### config.mk
export PLATFORM = sky130hd
export DESIGN_NAME = rr_demux
export DESIGN_NICKNAME = d
export VERILOG_FILES = /design/src/rtl/rr_demux.sv
export SDC_FILE = /design/constraint.sdc
export NUM_CORES = 1
export LEC_CHECK = 0
export CORE_MARGIN = 5
export CORE_UTILIZATION = 61
export DETAILED_ROUTE_END_ITERATION = 10
export PLACE_DENSITY = 0.82
export SKIP_CTS_REPAIR_TIMING = 1
export SLEW_MARGIN = 40
export SYNTH_ARGS = -nofsm -noshare
export SYNTH_HDL_FRONTEND = slang
export SYNTH_SLANG_ARGS = --single-unit
export TNS_END_PERCENT = 20
### constraint.sdc
create_clock -name clk -period 6.5 [get_ports clk]
set_clock_uncertainty 0.15 [all_clocks]
set_input_delay 1.625 -clock clk [delete_from_list [all_inputs] [get_ports clk]]
set_output_delay 1.625 -clock clk [all_outputs]
set_load 0.01 [all_outputs]
### src/rtl/rr_demux.sv
// Demultiplexes one arbitrated word stream into four independent destination FIFOs
// with registered per-destination read ports, status flags and sticky error bits.
module rr_demux #(
  parameter int DW    = 5,
  parameter int DEPTH = 4,
  parameter int AF_TH = 3
) (
  input  logic            clk,
  input  logic            reset,
  input  logic            valid,
  input  logic [DW-1:0]   data_in,
  input  logic [1:0]      dest_id,
  input  logic [3:0]      pop,
  output logic [4*DW-1:0] data_out,
  output logic [3:0]      valid_out,
  output logic [3:0]      empty,
  output logic [3:0]      full,
  output logic [3:0]      almost_full,
  output logic            pause,
  output logic [3:0]      err
);

  localparam int AW = $clog2(DEPTH);
  localparam int CW = AW + 1;
  localparam logic [CW-1:0] CNT_ZERO = '0;
  localparam logic [CW-1:0] CNT_ONE  = CW'(1);
  localparam logic [CW-1:0] CNT_FULL = CW'(DEPTH);
  localparam logic [CW-1:0] CNT_AF   = CW'(AF_TH);
  localparam logic [AW-1:0] PTR_ONE  = AW'(1);

  logic [AW-1:0] wr_ptr_q [4];
  logic [AW-1:0] wr_ptr_d [4];
  logic [AW-1:0] rd_ptr_q [4];
  logic [AW-1:0] rd_ptr_d [4];
  logic [CW-1:0] cnt_q    [4];
  logic [CW-1:0] cnt_d    [4];
  logic [DW-1:0] dout_q   [4];
  logic [DW-1:0] dout_d   [4];
  logic [3:0]    vout_q, vout_d;
  logic [3:0]    err_q, err_d;

  logic [DW-1:0] mem_q [4][DEPTH];

  logic [3:0] push_hit, is_empty, is_full, do_pop, do_push;

  // A pop only happens on a non-empty FIFO, so a push to a full FIFO is legal
  // exactly when that FIFO pops on the same edge (the freed slot is reused).
  always_comb begin
    push_hit = '0;
    is_empty = '0;
    is_full  = '0;
    do_pop   = '0;
    do_push  = '0;
    for (int i = 0; i < 4; i++) begin
      push_hit[i] = valid && (dest_id == 2'(i));
      is_empty[i] = (cnt_q[i] == CNT_ZERO);
      is_full[i]  = (cnt_q[i] == CNT_FULL);
      do_pop[i]   = pop[i] && !is_empty[i];
      do_push[i]  = push_hit[i] && (!is_full[i] || do_pop[i]);
    end
  end

  always_comb begin
    vout_d = '0;
    err_d  = err_q;
    for (int i = 0; i < 4; i++) begin
      wr_ptr_d[i] = wr_ptr_q[i];
      rd_ptr_d[i] = rd_ptr_q[i];
      cnt_d[i]    = cnt_q[i];
      dout_d[i]   = dout_q[i];

      if (do_push[i]) wr_ptr_d[i] = wr_ptr_q[i] + PTR_ONE;
      if (do_pop[i]) begin
        rd_ptr_d[i] = rd_ptr_q[i] + PTR_ONE;
        dout_d[i]   = mem_q[i][rd_ptr_q[i]];
        vout_d[i]   = 1'b1;
      end

      case ({do_push[i], do_pop[i]})
        2'b10:   cnt_d[i] = cnt_q[i] + CNT_ONE;
        2'b01:   cnt_d[i] = cnt_q[i] - CNT_ONE;
        default: cnt_d[i] = cnt_q[i];
      endcase

      if ((push_hit[i] && is_full[i] && !do_pop[i]) || (pop[i] && is_empty[i]))
        err_d[i] = 1'b1;
    end
  end

  always_ff @(posedge clk or negedge reset) begin
    if (!reset) begin
      for (int i = 0; i < 4; i++) begin
        wr_ptr_q[i] <= '0;
        rd_ptr_q[i] <= '0;
        cnt_q[i]    <= '0;
        dout_q[i]   <= '0;
      end
      vout_q <= '0;
      err_q  <= '0;
    end else begin
      for (int i = 0; i < 4; i++) begin
        wr_ptr_q[i] <= wr_ptr_d[i];
        rd_ptr_q[i] <= rd_ptr_d[i];
        cnt_q[i]    <= cnt_d[i];
        dout_q[i]   <= dout_d[i];
      end
      vout_q <= vout_d;
      err_q  <= err_d;
    end
  end

  // Storage is not reset; the counts alone decide which entries are live.
  always_ff @(posedge clk) begin
    for (int i = 0; i < 4; i++) begin
      if (do_push[i]) mem_q[i][wr_ptr_q[i]] <= data_in;
    end
  end

  always_comb begin
    data_out    = '0;
    empty       = '0;
    full        = '0;
    almost_full = '0;
    for (int i = 0; i < 4; i++) begin
      data_out[i*DW +: DW] = dout_q[i];
      empty[i]             = (cnt_q[i] == CNT_ZERO);
      full[i]              = (cnt_q[i] == CNT_FULL);
      almost_full[i]       = (cnt_q[i] >= CNT_AF);
    end
    pause = |almost_full;
  end

  assign valid_out = vout_q;
  assign err       = err_q;

endmodule
==> metrics list <==
- Sequential cell area fraction in the yosys report: 66.9%
- CTS placed an instance of sky130_fd_sc_hd__clkbuf_8 at the clock tree root.
- The worst-case IR drop observed on VDD is between 0.2 and 0.25 mV.
* Avg Vias per Cell: approximately 5.5
- Relative contribution of the clock network to total power: between 20 and 30%
* Internal Power: 2130 uW
- Capture point of the worst reg-to-reg path: cnt_q[11]$_DFFE_PN0P_
* Switching Share: between 30% and 40%
* Mux contribution to synthesized area: 10.8%
- Of the total synthesized cell area, the portion taken by full adders, half adders and majority gates is 5.37%.
- Counting flops with a built-in enable in the synthesized netlist gives 80.
* Worst-path fanout max: 6
- TritonCTS built the clock tree.
- Of the total synthesized cell area, the portion taken by XOR and XNOR cells is under 10%.
- Count of max-cap constraint violations: 0
- Result of the run: completed
* Classification of the worst-slack hold path: reg2reg
- The worst register-to-register path begins at cnt_q[9]$_DFFE_PN0P_.
* PwrDens: roughly 450 nW/um^2
* RSZ-0062 raised after global routing: false
- For the final routed database, the setup TNS stands at 0 ns.
- The detail route stage leaves a number of antenna-violating nets equal to 0.
* Arrival time at the worst endpoint: 2.23 ns
- After floorplanning, the core was sized to cover 9150 um^2.
- The H-tree generated during clock tree synthesis spans 4 levels.
* Cell depth of the worst flop-to-flop path: 8
- Syn Area/Cell: roughly 16 um^2
- STA classifies the critical path startpoint as a flop.
* Final number of hold-violating endpoints: 0
- Net count reported at finish: around 460
- Data required time of the worst path: about 4.7 ns
- Source of the worst hold timing path: err[3]$_DFFE_PN0P_
- Fraction of registers with async set/reset: 41.2%
* Hold slack: about 0.33 ns
- Switching power total: around 960 uW
- The number of clock buffers added by TritonCTS is 17.
- After global routing the overflow that remains totals 0.
* Static leakage: between 0.002 and 0.003 uW
- First-pass DRT Iterations: 4
* Total half-perimeter wirelength after legalization and detailed placement: 7010 um
- Buffers placed on the I/O ports in this run total between 50 and 60.
* Sequential group share of total power: between 40% and 50%
- Wire length of the first global-routing pass: 17300 um
- The count of pins over their slew limit is 0.
- Leaving out fill and tap cells, the most frequent cell in the layout is sky130_fd_sc_hd__edfxtp_1.
* Post-layout utilization of the core: around 75%
- Post-detailed-route wirelength per cell: slightly below 20 um
* Reg-to-reg slack, setup: 3.98 ns
- The largest total area in the synthesized netlist belongs to sky130_fd_sc_hd__edfxtp_1.
- Hold Path Cell Cnt: 1
* Cell Rows: 35
- The path with the worst hold slack has its endpoint at err[3]$_DFFE_PN0P_.
- After synthesis the netlist holds a flip-flop and latch count of 136.
* Worst relative slew slack: 50.9%
- At the pin with the least slew margin, the transition time is approximately 0.74 ns.
* Share of the synthesized area in the top cell type: between 40% and 50%
- Gr usage total: 20.5%
- Dominant combinational cell family by area after synthesis: multiplexers
* Number of filler instances in the final layout: 528
- The congestion estimate from routability-driven global placement came to about 0.71.
- For this block, the via count after detailed routing is between 2000 and 3000.
* Number of diodes added for antenna fixing: 0
- Clock network latency to the later pin of the worst-skew pair: 0.51 ns
- Largest net degree at the start of global routing: 57
- TritonCTS Sinks: around 140
* DRC violations left: 0
* Top post-synthesis cells by area: sky130_fd_sc_hd__edfxtp_1 (42%), sky130_fd_sc_hd__dfrtp_1 (25%), sky130_fd_sc_hd__mux4_2 (7.9%)
- Clock-pin slew was measured on the worst setup and hold paths at ~0.060 ns.
* Setup Crit Path Kind: reg2out
* Layout cells sized above 1: ~17%
- Crit. End Element: primary output
* Final Setup Violations: 0
- Most common flop cell mapped by yosys: sky130_fd_sc_hd__edfxtp_1
* Full die area: between 10000 and 15000 um^2
- Wires add up to 10600 um.
- In this run, the combinational gates consume 29.3% of the power.
- The initial utilization of the core area, before any placement, comes to between 60% and 70%.
- The top cell types in the final layout, fill and taps aside, are sky130_fd_sc_hd__edfxtp_1 (80), sky130_fd_sc_hd__dfrtp_1 (56), sky130_fd_sc_hd__clkdlybuf4s50_1 (53), sky130_fd_sc_hd__nand2_1 (39), sky130_fd_sc_hd__inv_1 (22).
- Period utilization: roughly 60%
- Timing would allow up to 250 MHz.
- Summing the areas of all compound-gate instances in the mapped netlist gives under 10% of the synthesized area.
- Synthesis produced a netlist with a net count of around 400.
- During I/O placement, the number of pins put on the boundary was 55.
- The routed design could run at a clock period as short as between 4 and 5 ns.
- Post-Synth Simple-Gate Area: around 8.5%
- Vias in the first global route: around 3300
- Area of the mapped netlist: roughly 5700 um^2
- In this run the vertical extent of the chip is roughly 110 um.
* Number of warnings issued by yosys: 0
- Width of the die: about 110 um
* Number of instances in the synthesized netlist: approximately 360
- The clock passes through at most 2 buffers.
- Area added between synthesis and finish: 20.3%
- In this run, the number of DRC markers left after iteration 0 of detailed routing was approximately 150.
* Post-synthesis cell type count: 39
- Initial antenna violation count: 1
## per-layer routing
layer  GRT usage [%]  share of wire, %  vias to the layer above
met2            36.1                54                       71
met1            24.9                39                     1517
met3            5.22               5.5                       14
li1                -                 -                     1390
met4            6.39               1.3                        0
met5               0                 0                        -
## power groups by stage
stage,clock [uW],sequential (uW),combinational [uW]
2_1_floorplan,0,1260,595
3_3_place_gp,0,1320,871
3_5_place_dp,0,1330,908
4_1_cts,882,1320,922
5_1_grt,925,1350,992
6_report,870,1310,903
## per-stage QoR
stage	total power [uW]	worst slack, ns	cell area [um^2]	instances
global placement	2190	2.45	6290	511
floorplan	1860	3.22	5680	358
detailed placement	2240	2.36	6290	511
global route	3270	2.41	6840	543
CTS	3120	2.46	6830	543
finish	3090	2.50	6840	543
## synth_stat cells, types with 4 or more instances
cell / instances
sky130_fd_sc_hd__a21o_1: 4
sky130_fd_sc_hd__and2_1: 16
sky130_fd_sc_hd__buf_1: 5
sky130_fd_sc_hd__clkbuf_1: 4
sky130_fd_sc_hd__dfrtp_1: 56
sky130_fd_sc_hd__edfxtp_1: 80
sky130_fd_sc_hd__fa_1: 4
sky130_fd_sc_hd__ha_1: 18
sky130_fd_sc_hd__inv_1: 22
sky130_fd_sc_hd__inv_2: 4
sky130_fd_sc_hd__mux2_2: 10
sky130_fd_sc_hd__mux4_2: 20
sky130_fd_sc_hd__nand2_1: 39
sky130_fd_sc_hd__nand2b_1: 6
sky130_fd_sc_hd__nor2_1: 5
sky130_fd_sc_hd__o21ai_0: 5
sky130_fd_sc_hd__xnor2_1: 15
sky130_fd_sc_hd__xor2_1: 7
## registers in the layout, summed over array words and instances (netlist names)
name       count
mem_q         80
data_out      20
cnt_q         12
rd_ptr_q       8
wr_ptr_q       8
err            4
valid_out      4
## area by class of cell
cell class / instances / area [um^2] / area share (%)
Multi-Input combinational cell: 183 / 1710 / 25.0
Tap cell: 111 / 139 / 2.03
Timing Repair Buffer: 55 / 547 / 8.00
Clock buffer: 17 / 414 / 6.06
Sequential cell: 136 / 3800 / 55.6
Clock inverter: 15 / 130 / 1.90
Inverter: 26 / 97.6 / 1.43
## cells by family (layout without fill, tap and decap cells)
kind of cell,count (synthesis),in the layout
AOI/OAI and AO/OA,16,16
muxes,35,35
and+or+nand+nor,88,88
DFF,136,136
xor gates and xnor gates,22,22
adders and majority gates,22,22
buffers and inverters,39,113
## how the worst max path moves through the flow
stage	startpoint	endpoint	cells past startpoint	slack [ns]
2_1_floorplan	pop[0]	cnt_q[11]$_DFFE_PN0P_	8	3.22
3_3_place_gp	pop[0]	cnt_q[11]$_DFFE_PN0P_	8	2.45
3_5_place_dp	pop[0]	cnt_q[11]$_DFFE_PN0P_	8	2.36
4_1_cts	cnt_q[6]$_DFFE_PN0P_	pause	3	2.46
5_1_grt	cnt_q[6]$_DFFE_PN0P_	pause	3	2.41
6_report	cnt_q[6]$_DFFE_PN0P_	pause	3	2.50
## critical path, cell delays in order, from the launching register on
cell                              delay [ns]
sky130_fd_sc_hd__dfrtp_1                0.45
sky130_fd_sc_hd__a21o_1                 0.26
sky130_fd_sc_hd__or4_1                  0.52
sky130_fd_sc_hd__clkdlybuf4s50_1        0.49
(Power assumes the default switching activity.)
